## config.mk

```make
export PLATFORM = sky130hd
export DESIGN_NAME = i2c_host_master
export DESIGN_NICKNAME = d
export VERILOG_FILES = /design/src/rtl/i2c_host_master.sv
export SDC_FILE = /design/constraint.sdc
export NUM_CORES = 1
export LEC_CHECK = 0
export BUFFER_PORTS_ARGS = -buffer_cell sky130_fd_sc_hd__buf_4
export CAP_MARGIN = 20
export CORE_UTILIZATION = 50
export CTS_BUF_LIST = sky130_fd_sc_hd__clkbuf_8 sky130_fd_sc_hd__clkbuf_16
export DETAILED_ROUTE_END_ITERATION = 16
export PLACE_DENSITY = 0.79
export SLEW_MARGIN = 30
export SYNTH_ARGS = -nofsm -noshare
export SYNTH_HDL_FRONTEND = slang
export SYNTH_SLANG_ARGS = --single-unit
```

## constraint.sdc

```tcl
create_clock -name clk -period 2 [get_ports clk]
set_input_delay 0.4 -clock clk [delete_from_list [all_inputs] [get_ports clk]]
set_output_delay 0.4 -clock clk [all_outputs]
set_load 0.05 [all_outputs]
```

## src/rtl/i2c_host_master.sv

```systemverilog
// Byte-level I2C bus master: one command moves one byte, optionally framed by
// a START/repeated START before it and a STOP after its ACK bit.
module i2c_host_master #(
   parameter int CLK_DIV = 8
) (
   input  logic       clk,
   input  logic       n_rst,
   input  logic       cmd_valid,
   output logic       cmd_ready,
   input  logic       cmd_start,
   input  logic       cmd_stop,
   input  logic       cmd_read,
   input  logic       cmd_nack,
   input  logic [7:0] tx_byte,
   output logic       rsp_valid,
   output logic [7:0] rx_byte,
   output logic       ack_received,
   output logic       busy,
   output logic       scl,
   output logic       sda_out,
   input  logic       sda_in
);

   typedef enum logic [2:0] {IDLE, HOLD, START, BIT, ACK, STOP} state_t;

   localparam logic [7:0] Q_LAST = 8'(CLK_DIV - 1);

   state_t     state;
   logic [7:0] q_cnt;
   logic [1:0] quarter;
   logic [2:0] bit_cnt;
   logic [7:0] shreg;
   logic       lat_stop;
   logic       lat_read;
   logic       lat_nack;
   logic       q_end;

   // Last cycle of the current quarter period
   always_comb begin
      q_end = (q_cnt == Q_LAST);
   end

   // Bus sequencer. Outputs are set on the edge that enters each quarter, so
   // they hold for the whole quarter. In IDLE/HOLD a low cmd_ready means an
   // operation has just finished and its response is reported this edge.
   always_ff @(posedge clk) begin
      if (!n_rst) begin
         state        <= IDLE;
         q_cnt        <= 8'd0;
         quarter      <= 2'd0;
         bit_cnt      <= 3'd0;
         shreg        <= 8'd0;
         lat_stop     <= 1'b0;
         lat_read     <= 1'b0;
         lat_nack     <= 1'b0;
         cmd_ready    <= 1'b1;
         rsp_valid    <= 1'b0;
         rx_byte      <= 8'd0;
         ack_received <= 1'b0;
         busy         <= 1'b0;
         scl          <= 1'b1;
         sda_out      <= 1'b1;
      end else begin
         rsp_valid <= 1'b0;
         case (state)
            IDLE, HOLD: begin
               if (!cmd_ready) begin
                  cmd_ready <= 1'b1;
                  rsp_valid <= 1'b1;
                  busy      <= (state == HOLD);
                  if (lat_read) begin
                     rx_byte <= shreg;
                  end
               end else if (cmd_valid) begin
                  cmd_ready <= 1'b0;
                  busy      <= 1'b1;
                  lat_stop  <= cmd_stop;
                  lat_read  <= cmd_read;
                  lat_nack  <= cmd_nack;
                  q_cnt     <= 8'd0;
                  quarter   <= 2'd0;
                  shreg     <= cmd_read ? 8'h00 : tx_byte;
                  if ((state == IDLE) || cmd_start) begin
                     state   <= START;
                     scl     <= (state == IDLE);
                     sda_out <= 1'b1;
                  end else begin
                     state   <= BIT;
                     bit_cnt <= 3'd7;
                     scl     <= 1'b0;
                     sda_out <= cmd_read ? 1'b1 : tx_byte[7];
                  end
               end
            end
            default: begin
               q_cnt <= q_end ? 8'd0 : q_cnt + 8'd1;
               if (q_end) begin
                  quarter <= quarter + 2'd1;
                  case (state)
                     START: begin
                        case (quarter)
                           2'd0: begin
                              scl     <= 1'b1;
                              sda_out <= 1'b1;
                           end
                           2'd1: sda_out <= 1'b0;
                           2'd3: begin
                              state   <= BIT;
                              bit_cnt <= 3'd7;
                              scl     <= 1'b0;
                              sda_out <= lat_read ? 1'b1 : shreg[7];
                           end
                           default: ;
                        endcase
                     end
                     BIT: begin
                        case (quarter)
                           2'd1: scl <= 1'b1;
                           2'd2: begin
                              if (lat_read) begin
                                 shreg <= {shreg[6:0], sda_in};
                              end
                           end
                           2'd3: begin
                              scl <= 1'b0;
                              if (bit_cnt == 3'd0) begin
                                 state   <= ACK;
                                 sda_out <= lat_read ? lat_nack : 1'b1;
                              end else begin
                                 bit_cnt <= bit_cnt - 3'd1;
                                 if (lat_read) begin
                                    sda_out <= 1'b1;
                                 end else begin
                                    shreg   <= {shreg[6:0], 1'b0};
                                    sda_out <= shreg[6];
                                 end
                              end
                           end
                           default: ;
                        endcase
                     end
                     ACK: begin
                        case (quarter)
                           2'd1: scl <= 1'b1;
                           2'd2: begin
                              if (!lat_read) begin
                                 ack_received <= ~sda_in;
                              end
                           end
                           2'd3: begin
                              scl <= 1'b0;
                              if (lat_stop) begin
                                 state   <= STOP;
                                 sda_out <= 1'b0;
                              end else begin
                                 state <= HOLD;
                              end
                           end
                           default: ;
                        endcase
                     end
                     STOP: begin
                        case (quarter)
                           2'd0: scl <= 1'b1;
                           2'd1: sda_out <= 1'b1;
                           2'd3: state <= IDLE;
                           default: ;
                        endcase
                     end
                     default: state <= IDLE;
                  endcase
               end
            end
         endcase
      end
   end

endmodule

```

# Word-level counts from Yosys, hierarchy flattened
# Index checks and enable logic that the tools add are counted.
# totals
regBits	41
in_bits	16
out_inout_bits	14
word_cells	143
# classes
n_addsub	3
n_eq_ne	28
mux	69
bitwise_logic	4
n_reduce_logical	24
# ops
operator	count
two-way mux 8 bit	13
two-way mux 3 bit	18
two-way mux 1 bit	26
AND reduction 8 bit	3
inequality test 3 bit (second input constant)	7
case mux 8 bit (2 select lines)	1
case mux 3 bit (4 select lines)	1
inequality test 3 x 2 -> 1 bit (second input constant)	3
AND reduction 3 bit	3
AND reduction 9 bit	1
adder 8 x 1 -> 8 bit (second input constant)	1
== test 8 x 3 -> 1 bit (second input constant)	1
two-way mux 2 bit	4
inequality test 2 bit (second input constant)	4
AND reduction 7 bit	1
== test 3 x 2 -> 1 bit (second input constant)	2
== test 3 bit (second input constant)	2
zero test 3 bit	2
inequality test 3 x 1 -> 1 bit (second input constant)	2
case mux 1 bit (3 select lines)	2
case mux 3 bit (2 select lines)	1
AND reduction 2 bit	3
nonzero test 3 bit	2
inequality test 5 bit (second input constant)	1
other kinds (17)	24

# Logic depth before layout (Yosys ltp)
# Gate-level depths: netlist of the first run.
# depth
depth_word	6
ltp_mapped	8
depth_no_buf	7

# Worst setup path before layout of the first run
# No wires, ideal clock.
# synth_timing
path_kind	reg-to-reg
from	register q_cnt[4]
to	register bit_cnt[2]
setup_ns	0.132
arrival_time_ns	1.845
required_time_ns	1.868
path_slack_ns	0.023
stages_incl_launch_ff	6
path_buffers	0
synth_period_minus_slack_ns	1.977
path_cell_list	dfxtp_1 > or3_4 > or3_4 > a2111oi_4 > and4_2 > nor3_1
# synth_between
elab_chain_cells	3
# synth_lines
element	line_no	rtl
start: declaration	29	logic [7:0] q_cnt;
start signal: assignment	96	q_cnt <= q_end ? 8'd0 : q_cnt + 8'd1;
== test 8 x 3 -> 1 bit	40	q_end = (q_cnt == Q_LAST);
nonzero test 2 bit (no line)	--	
AND reduction 8 bit (no line)	--	
end signal: assignment	130	bit_cnt <= bit_cnt - 3'd1;
end: declaration	31	logic [2:0] bit_cnt;
# No other way between the ends.
# A chain may end at the register's enable or synchronous reset.

# Worst setup path in the final report of the first run
# layout_timing
from	register q_cnt[6]
to	register bit_cnt[2]
# The elaborated chain is that of the path after synthesis.

==> results of run 1 <==
[power groups by stage]
stage               sequential [mW]  combinational (mW)  clock [mW]
floorplan                     0.941               0.212           0
global placement              0.919               0.369           0
detailed placement            0.920               0.376           0
CTS                           0.901               0.379       0.693
global route                  0.908               0.427       0.725
finish                        0.902               0.393       0.687
[cells in the final DEF (no fill, tap or decap), drive strengths merged, types with 5 or more instances in the layout]
cell type / n
a211oi: 12
a21oi: 29
a31oi: 5
and3: 6
buf: 54
clkbuf: 5
dfxtp: 41
ha: 7
inv: 8
nand2: 38
nand2b: 5
nand3: 5
nor2: 26
nor3: 8
nor3b: 8
o21ai: 6
[final cells by class]
class                           count  area [um^2]
Clock buffer                        5        68.82
Multi-Input combinational cell    198         1240
Fill cell                         366         1350
Clock inverter                      3        46.29
Inverter                            8        30.03
Timing Repair Buffer               54        405.4
Tap cell                           50        62.56
Sequential cell                    41        825.8
[metal layers]
layer | GRT usage (%) | vias to the layer above
li1 | - | 1035
met1 | 33.64 | 994
met2 | 39.75 | 54
met3 | 4.281 | 12
met4 | 11.44 | 0
met5 | 0 | -
[flip-flops by register name, indices dropped and copies added (netlist names)]
name and count:
q_cnt 8, rx_byte 8, shreg 8, bit_cnt 3, state 3, quarter 2, ack_received 1, busy 1
cmd_ready 1, lat_nack 1, lat_read 1, lat_stop 1, rsp_valid 1, scl 1, sda_out 1
[metrics by stage]
step | area [um^2] | setup slack [ns] | std cells | setup TNS (ns) | total power [mW]
2_1_floorplan | 2121 | 0.02312 | 261 | 0 | 1.152
3_3_place_gp | 2519 | 0.03054 | 349 | 0 | 1.288
3_5_place_dp | 2519 | -0.005740 | 349 | -0.005740 | 1.296
4_1_cts | 2634 | 0.03894 | 357 | 0 | 1.973
5_1_grt | 2679 | -0.04516 | 359 | -0.07688 | 2.060
6_report | 2679 | -0.005434 | 359 | -0.005434 | 1.982
[cell families (layout without fill, tap and decap cells)]
family,after synthesis,in the layout
buf+inv,22,70
xor+xnor,1,1
mux,2,2
simple gates,110,110
fa+ha+maj,7,7
flops,41,41
compound gates,78,78
[timing repair]
| action | CTS | global route |
|---|---|---|
| endpoints found under the hold margin | 0 | 0 |
| resized for setup | 0 | 10 |
| pin swaps | 1 | 4 |
| setup endpoints to repair | 1 | 16 |
| setup buffers | 0 | 2 |
[how the worst max path moves through the flow]
stage,slack [ns],start,to,depth (start not counted)
floorplan,0.02,q_cnt[4]$_SDFFE_PN0N_,bit_cnt[2]$_SDFFE_PN0P_,5
global placement,0.03,q_cnt[4]$_SDFFE_PN0N_,bit_cnt[2]$_SDFFE_PN0P_,5
detailed placement,-0.006,q_cnt[4]$_SDFFE_PN0N_,bit_cnt[2]$_SDFFE_PN0P_,5
CTS,0.04,q_cnt[4]$_SDFFE_PN0N_,bit_cnt[2]$_SDFFE_PN0P_,5
global route,-0.05,q_cnt[6]$_SDFFE_PN0N_,bit_cnt[2]$_SDFFE_PN0P_,5
finish,-0.005,q_cnt[6]$_SDFFE_PN0N_,bit_cnt[2]$_SDFFE_PN0P_,5
==> flow_summary.toml, run 1 <==
[status]
violations = "setup timing"
outcome = "finished, violations left"

[logic_synthesis]
synth_fa_ha_area_share_pct = 4.130
yosys_register_bits = 41
syn_avg_cell_area_um2 = 8.126
synth_area_mm2 = 0.002121
synth_simple_gate_area_share_pct = 26.14
synth_xor_area_share_pct = 0.4130
synth_top_cell_area_share_pct = 38.70
yosys_warnings = 0
async_flop_share_pct = 0
synth_top_family_by_area = "simple AND/OR/NAND/NOR gates"
syn-num-nets = 284
synth.area.mux_share_pct = 0.9440
synth_area_leaders = "dfxtp_1, a21oi_1, nand2_1"
yosys.area.top_type = "dfxtp_1"
yosys.cell_count.top_type = "dfxtp_1"
netlist_top_cells_count = "dfxtp_1, nand2_1, a21oi_1"
synth-edff-count = 0
seq_area_frac_synth_pct = 38.70
synth-compound-area-share_pct = 25.66
ys.flop_type = "dfxtp_1"
synth_cell_types = 50
syn_inst = 261

[final_layout]
layout.nets = 331
fin_util_pct = 66.49
syn_to_final_growth_pct = 26.31
n_antenna_cell = 0
drive_above_1_share_pct = 26.54

[pwr]
sw_frac_of_total_pct = 29.65
power_density_mw_per_mm2 = 739.8
combPwrFrac_pct = 19.8
clock_power_share_pct = 34.7
seqPwrFrac_pct = 45.5
netSwitchingPower_uw = 587.6
leakage_nw = 1.042
vdd_drop_max_mv = 0.5416
intPower_mw = 1.394

[detailed_routing]
wl_met3_um = 240
drtPass1Iterations = 4
viasPerCell = 5.836
wl_met1_um = 2510
drc_errors = 0
postRouteAntennaNets = 0
met2WireLength_um = 2583
first_iter_violations = 161
drt-total-wl_um = 5453
top_layer = "met4"
wl_per_cell_um = 15.19
vias = 2095

[sta]
relSlewSlack_pct = 68.63
min_period_ns = 2.005
drv_slew = 0
rsz0062_at_grt = "true"
hold_viol = 0
skew_ns = 0.003092
finalSetupViolCount = 1
setup_slack_ns = -0.005434
tightestPinTransition_ns = 0.4689
post-route-period-util_pct = 100.3
timing.hold.ws_ns = 0.2814
max_clock_freq_mhz = 498.6

[critical_path]
path_cells = "or3_4 > or3_4 > a2111oi_4 > and4_4 > nor3_1"
cp_max_fo = 6
critPathCaptureType = "flip-flop"
reg2reg_slack_ns = -0.005
cp_common_cell = "or3_4"
critical_path_buf_inv_count = 0
cp.arrival_ns = 2.20
worst_path_max_delay_cell = "a2111oi_4"
cp_top_family = "simple AND/OR/NAND/NOR gates"
required_ns = 2.19
r2r_cells = 5
crit_path_max_incr_delay_ns = 0.50
startpoint_type = "flip-flop"
reg2reg_to = "bit_cnt[2]$_SDFFE_PN0P_"
path_class = "reg -> reg"
r2r_start = "q_cnt[6]$_SDFFE_PN0N_"

[global_route]
grt_pass1_vias = 1845
grt-ovfl-total = 0
antenna_found_initial = 0
track_usage_pct = 25.35
grt_max_degree = 25
grt_pass1_wl_um = 8514

[clocking]
insertion_delay_ns = 0.30
root_buffer = "clkbuf_8"
cts_tree = "yes"
cts.sinks = 41
clockBufferDepth = 2
cts_made_buffers = 5
clk_pin_slew_worst_paths_ns = 0.08
cts_hold_buf = 0
htreeDepth = 2

[die]
io_pins = 30
die_y_um = 67.13
die_w_um = 67.13
rows = 23
fp.dieArea_mm2 = 0.004506
start_util_pct = 52.64
core_mm2 = 0.004029

[min_path]
holdPathStages = 2
hold_path.class = "in -> reg"
hold_end = "ack_received$_SDFFE_PN0P_"
worstHoldStart = "sda_in"

[place]
gp_congestion = 0.8967
dpl.hpwl_um = 3821
portBuffers = 29

[job]
maxCapViolCount = 0
Power figures use the tool's default switching activity.
==> run 2, diff against run 1 <==
--- a/config.mk
+++ b/config.mk
@@ -5,11 +5,12 @@
 export SDC_FILE = /design/constraint.sdc
 export NUM_CORES = 1
 export LEC_CHECK = 0
-export BUFFER_PORTS_ARGS = -buffer_cell sky130_fd_sc_hd__buf_4
+export BUFFER_PORTS_ARGS = -buffer_cell sky130_fd_sc_hd__buf_2
 export CAP_MARGIN = 20
 export CORE_UTILIZATION = 50
 export CTS_BUF_LIST = sky130_fd_sc_hd__clkbuf_8 sky130_fd_sc_hd__clkbuf_16
 export DETAILED_ROUTE_END_ITERATION = 16
+export GPL_ROUTABILITY_DRIVEN = 0
 export PLACE_DENSITY = 0.79
 export SLEW_MARGIN = 30
 export SYNTH_ARGS = -nofsm -noshare
==> run 2 against run 1 <==
Against the previous run: the flow now finishes without violations; clock skew increased by 0.0044 ns; global-route usage is 0.26 points higher; sequential cell count stayed put; design area fell by 4.6%; core utilization down 3.0 points; critical endpoint unchanged.
==> flow_summary.toml, run 2 (synthesis gave the netlist of run 1 again) <==
[status]
outcome = "finished, final reports clean"

[die]
die_w_um = 67.13
start_util_pct = 52.64
io_pins = 30
fp.dieArea_mm2 = 0.004506
core_mm2 = 0.004029
rows = 23
die_y_um = 67.13

[sta]
rsz0062_at_grt = "true"
relSlewSlack_pct = 67.14
skew_ns = 0.007466
min_period_ns = 1.963
tightestPinTransition_ns = 0.4911
post-route-period-util_pct = 98.15
finalSetupViolCount = 0
max_clock_freq_mhz = 509.4
hold_viol = 0
drv_slew = 0
totalNegativeSetupSlack_ns = 0
timing.hold.ws_ns = 0.2968

[min_path]
hold_path.class = "in -> reg"
worstHoldStart = "sda_in"

[critical_path]
startpoint_type = "flip-flop"
critPathLaunch = "q_cnt[4]$_SDFFE_PN0N_"
cp.arrival_ns = 2.14
cp_common_cell = "or3_4"
crit_path_max_incr_delay_ns = 0.43
r2r_start = "q_cnt[4]$_SDFFE_PN0N_"
critical_path_buf_inv_count = 0
cp_max_fo = 6
path_class = "reg -> reg"
path_cells = "or3_4 > or3_4 > a2111oi_4 > and4_2 > nor3_1"
worst_path_max_delay_cell = "a2111oi_4"
cp_top_family = "simple AND/OR/NAND/NOR gates"
required_ns = 2.18
critPathCaptureType = "flip-flop"

[final_layout]
layout_commonest_cell = "dfxtp_1"
layout.nets = 328
fin_cells = 355
fin_util_pct = 63.45
final_cell_mix = "dfxtp_1, nand2_1, a21oi_1, buf_2, nor2_1"
final_area_mm2 = 0.002556
n_antenna_cell = 0
syn_to_final_growth_pct = 20.53
drive_above_1_share_pct = 25.57
largestRegisters = "q_cnt x8, rx_byte x8, shreg x8"

[clocking]
cts.sinks = 41
clockBufferDepth = 2
insertion_delay_ns = 0.30
cts_tree = "yes"
root_buffer = "clkbuf_8"
cts_made_buffers = 5
cts_hold_buf = 0
clk_pin_slew_worst_paths_ns = 0.08
htreeDepth = 2
post_cts_buffers = 0

[detailed_routing]
vias = 2093
drt-total-wl_um = 5307
wl_per_cell_um = 14.95
postRouteAntennaNets = 0
drc_errors = 0
first_iter_violations = 189
viasPerCell = 5.896
drtPass1Iterations = 4

[global_route]
grt_pass1_wl_um = 8631
grt_pass1_vias = 1872
grt_max_degree = 20
antenna_found_initial = 0
track_usage_pct = 25.61
grt-ovfl-total = 0

[job]
maxCapViolCount = 0

[place]
placed_area_mm2 = 0.002439
dp.cells = 348
dpl.hpwl_um = 3896
portBuffers = 29

[pwr]
power_density_mw_per_mm2 = 713.7
vdd_drop_max_mv = 0.5152
leakage_nw = 0.9954
-- run 2: cell count changes in the layout (fill, tap and decap cells not counted), sizes merged --
cell	change
bufinv	-1
clkbuf	+1
buf	-3
clkinv	-1
-- run 2: path summary, 6_finish.rpt --
check	endpoint	slack (ns)	depth (start not counted)
max	bit_cnt[2]$_SDFFE_PN0P_	0.04	5
min	ack_received$_SDFFE_PN0P_	0.30	2
min reg2reg	rx_byte[3]$_SDFFE_PN0P_	0.45	2
max reg2reg	bit_cnt[2]$_SDFFE_PN0P_	0.04	5
-- run 2: worst register-to-register path, stage by stage (launching register included) --
cell,delay [ns]
dfxtp_2,0.32
or3_4,0.38
or3_4,0.39
a2111oi_4,0.43
and4_2,0.28
nor3_1,0.05
-- run 2: layer usage --
metal / track usage [%] / share of wire (%)
met2: 40.13 / 47
met1: 33.30 / 45
met3: 6.336 / 5.3
met5: 0 / 0
met4: 10.37 / 2.6
-- run 2: final cells by class --
type                    instances  area, um^2
inverters                       8       30.03
clock buffers                   6       82.58
fillers                       365        1473
clock inverters                 1       7.507
multi-input cells             198        1240
flip-flops and latches         41       823.3
repair buffers                 51       310.3
well taps                      50       62.56
-- run 2: power by group --
| group | switching, mW | internal [mW] |
|---|---|---|
| registers | 0.0411 | 0.859 |
| logic | 0.228 | 0.139 |
| clock network | 0.285 | 0.273 |
| total | 0.553 | 1.27 |
-- run 2: repair_timing --
action                                  CTS  global route
pin swaps                                 1             0
hold endpoints to repair                  0             0
endpoints found under the setup margin    2            19
gates resized for setup                   0             8
-- run 2: stage by stage --
step           worst slack [ns]  power [mW]
2_1_floorplan           0.02312       1.152
3_3_place_gp            0.02097       1.266
3_5_place_dp           -0.01680       1.276
4_1_cts                 0.02578       1.826
5_1_grt                -0.02844       1.900
6_report                0.03694       1.824
==> run 3, diff against run 2 <==
--- a/config.mk
+++ b/config.mk
@@ -11,7 +11,7 @@
 export CTS_BUF_LIST = sky130_fd_sc_hd__clkbuf_8 sky130_fd_sc_hd__clkbuf_16
 export DETAILED_ROUTE_END_ITERATION = 16
 export GPL_ROUTABILITY_DRIVEN = 0
-export PLACE_DENSITY = 0.79
+export PLACE_DENSITY = 0.76
 export SLEW_MARGIN = 30
 export SYNTH_ARGS = -nofsm -noshare
 export SYNTH_HDL_FRONTEND = slang
==> constraint.sdc (replaced) <==
create_clock -name clk -period 2.2 [get_ports clk]
set_input_delay 0.44 -clock clk [delete_from_list [all_inputs] [get_ports clk]]
set_output_delay 0.44 -clock clk [all_outputs]
set_load 0.05 [all_outputs]
==> run 3 against run 2 <==
Against the previous run: critical path depth did not move; sequential cell count is the same; first-iteration DRC count fell by 44%; clock-buffer cell count is the same; sequential power is 8.4% lower; worst setup slack better by 0.12 ns; cell count shrank 2.8%; routed wire length decreased by 7.2%; via count fell by 4.4%; combinational power fell by 16%; maximum frequency is 4.1% lower; power fell by 2.3%.
==> flow_summary.toml, run 3 (synthesis gave the netlist of run 1 again) <==
[status]
outcome = "finished, final reports clean"

[critical_path]
r2r_start = "q_cnt[4]$_SDFFE_PN0N_"
required_ns = 2.38
path_cells = "or3_4 > or3_4 > a2111oi_4 > and4_2 > nor3_1"
cp_common_cell = "or3_4"
worst_path_max_delay_cell = "a2111oi_4"
path_class = "reg -> reg"
crit_path_max_incr_delay_ns = 0.43
reg2reg_slack_ns = 0.15
r2r_cells = 5
reg2reg_to = "bit_cnt[2]$_SDFFE_PN0P_"
startpoint_type = "flip-flop"
cp_max_fo = 6
critPathCaptureType = "flip-flop"
cp.arrival_ns = 2.23

[clocking]
insertion_delay_ns = 0.31
root_buffer = "clkbuf_8"
clk_pin_slew_worst_paths_ns = 0.08
cts_made_buffers = 5
htreeDepth = 2
cts_tree = "yes"
cts.sinks = 41
clockBufferDepth = 2
post_cts_buffers = 0

[pwr]
leakage_nw = 0.9537
power_density_mw_per_mm2 = 719.7
vdd_drop_max_mv = 0.5016
p_total_mw = 1.782

[final_layout]
fin_cells = 345
syn_to_final_growth_pct = 16.75
n_antenna_cell = 0
final_cell_mix = "dfxtp_1, nand2_1, a21oi_1, buf_2, nor2_1"
drive_above_1_share_pct = 20.68
layout_commonest_cell = "dfxtp_1"
largestRegisters = "q_cnt x8, rx_byte x8, shreg x8"
layout.nets = 317

[sta]
skew_ns = 0.003576
tightestPinTransition_ns = 0.5926
relSlewSlack_pct = 60.44
totalNegativeSetupSlack_ns = 0
finalSetupViolCount = 0
max_clock_freq_mhz = 488.4
post-route-period-util_pct = 93.07
hold_viol = 0
rsz0062_at_grt = "false"
min_period_ns = 2.048
drv_slew = 0

[detailed_routing]
drtPass1Iterations = 5
wl_per_cell_um = 14.28
drc_errors = 0
viasPerCell = 5.800
vias = 2001
postRouteAntennaNets = 0
first_iter_violations = 105
drt-total-wl_um = 4925

[die]
die_y_um = 67.13
start_util_pct = 52.64
core_mm2 = 0.004029
fp.dieArea_mm2 = 0.004506
rows = 23
io_pins = 30
die_w_um = 67.13

[place]
portBuffers = 29
dp.cells = 337
dpl.hpwl_um = 3507

[min_path]
holdPathStages = 2
worstHoldStart = "sda_in"
hold_path.class = "in -> reg"
hold_end = "ack_received$_SDFFE_PN0P_"

[global_route]
busiest_layer = "met2"
grt_max_degree = 30
grt_use_met2_pct = 37.38
use_met3_pct = 6.849
grt-ovfl-total = 0
grt_util_met1_pct = 33.92
grt_pass1_vias = 1742
grt_pass1_wl_um = 8273
antenna_found_initial = 0
track_usage_pct = 24.93

[job]
maxCapViolCount = 0
run 3: area by class of cell:
class / instances / area, um^2
fillers: 384 / 1553
well taps: 50 / 62.56
clock buffers: 6 / 82.58
inverters: 8 / 30.03
clock inverters: 2 / 37.54
flip-flops and latches: 41 / 820.8
repair buffers: 40 / 227.7
multi-input cells: 198 / 1215
run 3: through the flow:
step	hold WS, ns	setup slack [ns]	utilization [%]	area (um^2)
2_1_floorplan	0.4320	0.2231	-	2121
3_3_place_gp	0.4421	0.1324	58.48	2356
3_5_place_dp	0.4437	0.1004	58.48	2356
4_1_cts	0.3268	0.1020	61.46	2476
5_1_grt	0.3298	0.01940	61.46	2476
6_report	0.3261	0.1524	61.46	2476
run 3: layer usage:
metal,share of wire [%],vias to the layer above
li1,-,1014
met1,49,939
met4,1.6,0
met5,0,-
met2,44,41
met3,4.7,7
run 3: power breakdown:
part / total (mW) / internal [mW] / switching, mW / leakage (nW)
combinational: 0.309 / 0.115 / 0.194 / 0.563
clock: 0.649 / 0.369 / 0.280 / 0.0574
sequential: 0.824 / 0.781 / 0.0433 / 0.334
run 3: how the worst max path moves through the flow:
| stage | cells past startpoint | startpoint | endpoint | slack [ns] |
|---|---|---|---|---|
| after floorplan | 5 | q_cnt[4]$_SDFFE_PN0N_ | bit_cnt[2]$_SDFFE_PN0P_ | 0.22 |
| after global placement | 5 | q_cnt[4]$_SDFFE_PN0N_ | bit_cnt[2]$_SDFFE_PN0P_ | 0.13 |
| after detailed placement | 5 | q_cnt[4]$_SDFFE_PN0N_ | bit_cnt[2]$_SDFFE_PN0P_ | 0.10 |
| after CTS | 5 | q_cnt[4]$_SDFFE_PN0N_ | bit_cnt[2]$_SDFFE_PN0P_ | 0.10 |
| after global routing | 6 | q_cnt[0]$_SDFFE_PN0N_ | bit_cnt[2]$_SDFFE_PN0P_ | 0.02 |
| final | 5 | q_cnt[4]$_SDFFE_PN0N_ | bit_cnt[2]$_SDFFE_PN0P_ | 0.15 |
run 3: worst max-delay path: cells and delay by family, from the launching register on:
| family | cells | cell delay, ns |
|---|---|---|
| AOI/OAI and AO/OA | 1 | 0.43 |
| DFF | 1 | 0.35 |
| and+or+nand+nor | 4 | 1.13 |
run 3: timing repair:
item	CTS	global route
endpoints found under the setup margin	0	1
gates resized for setup	0	0
hold buffers	0	0
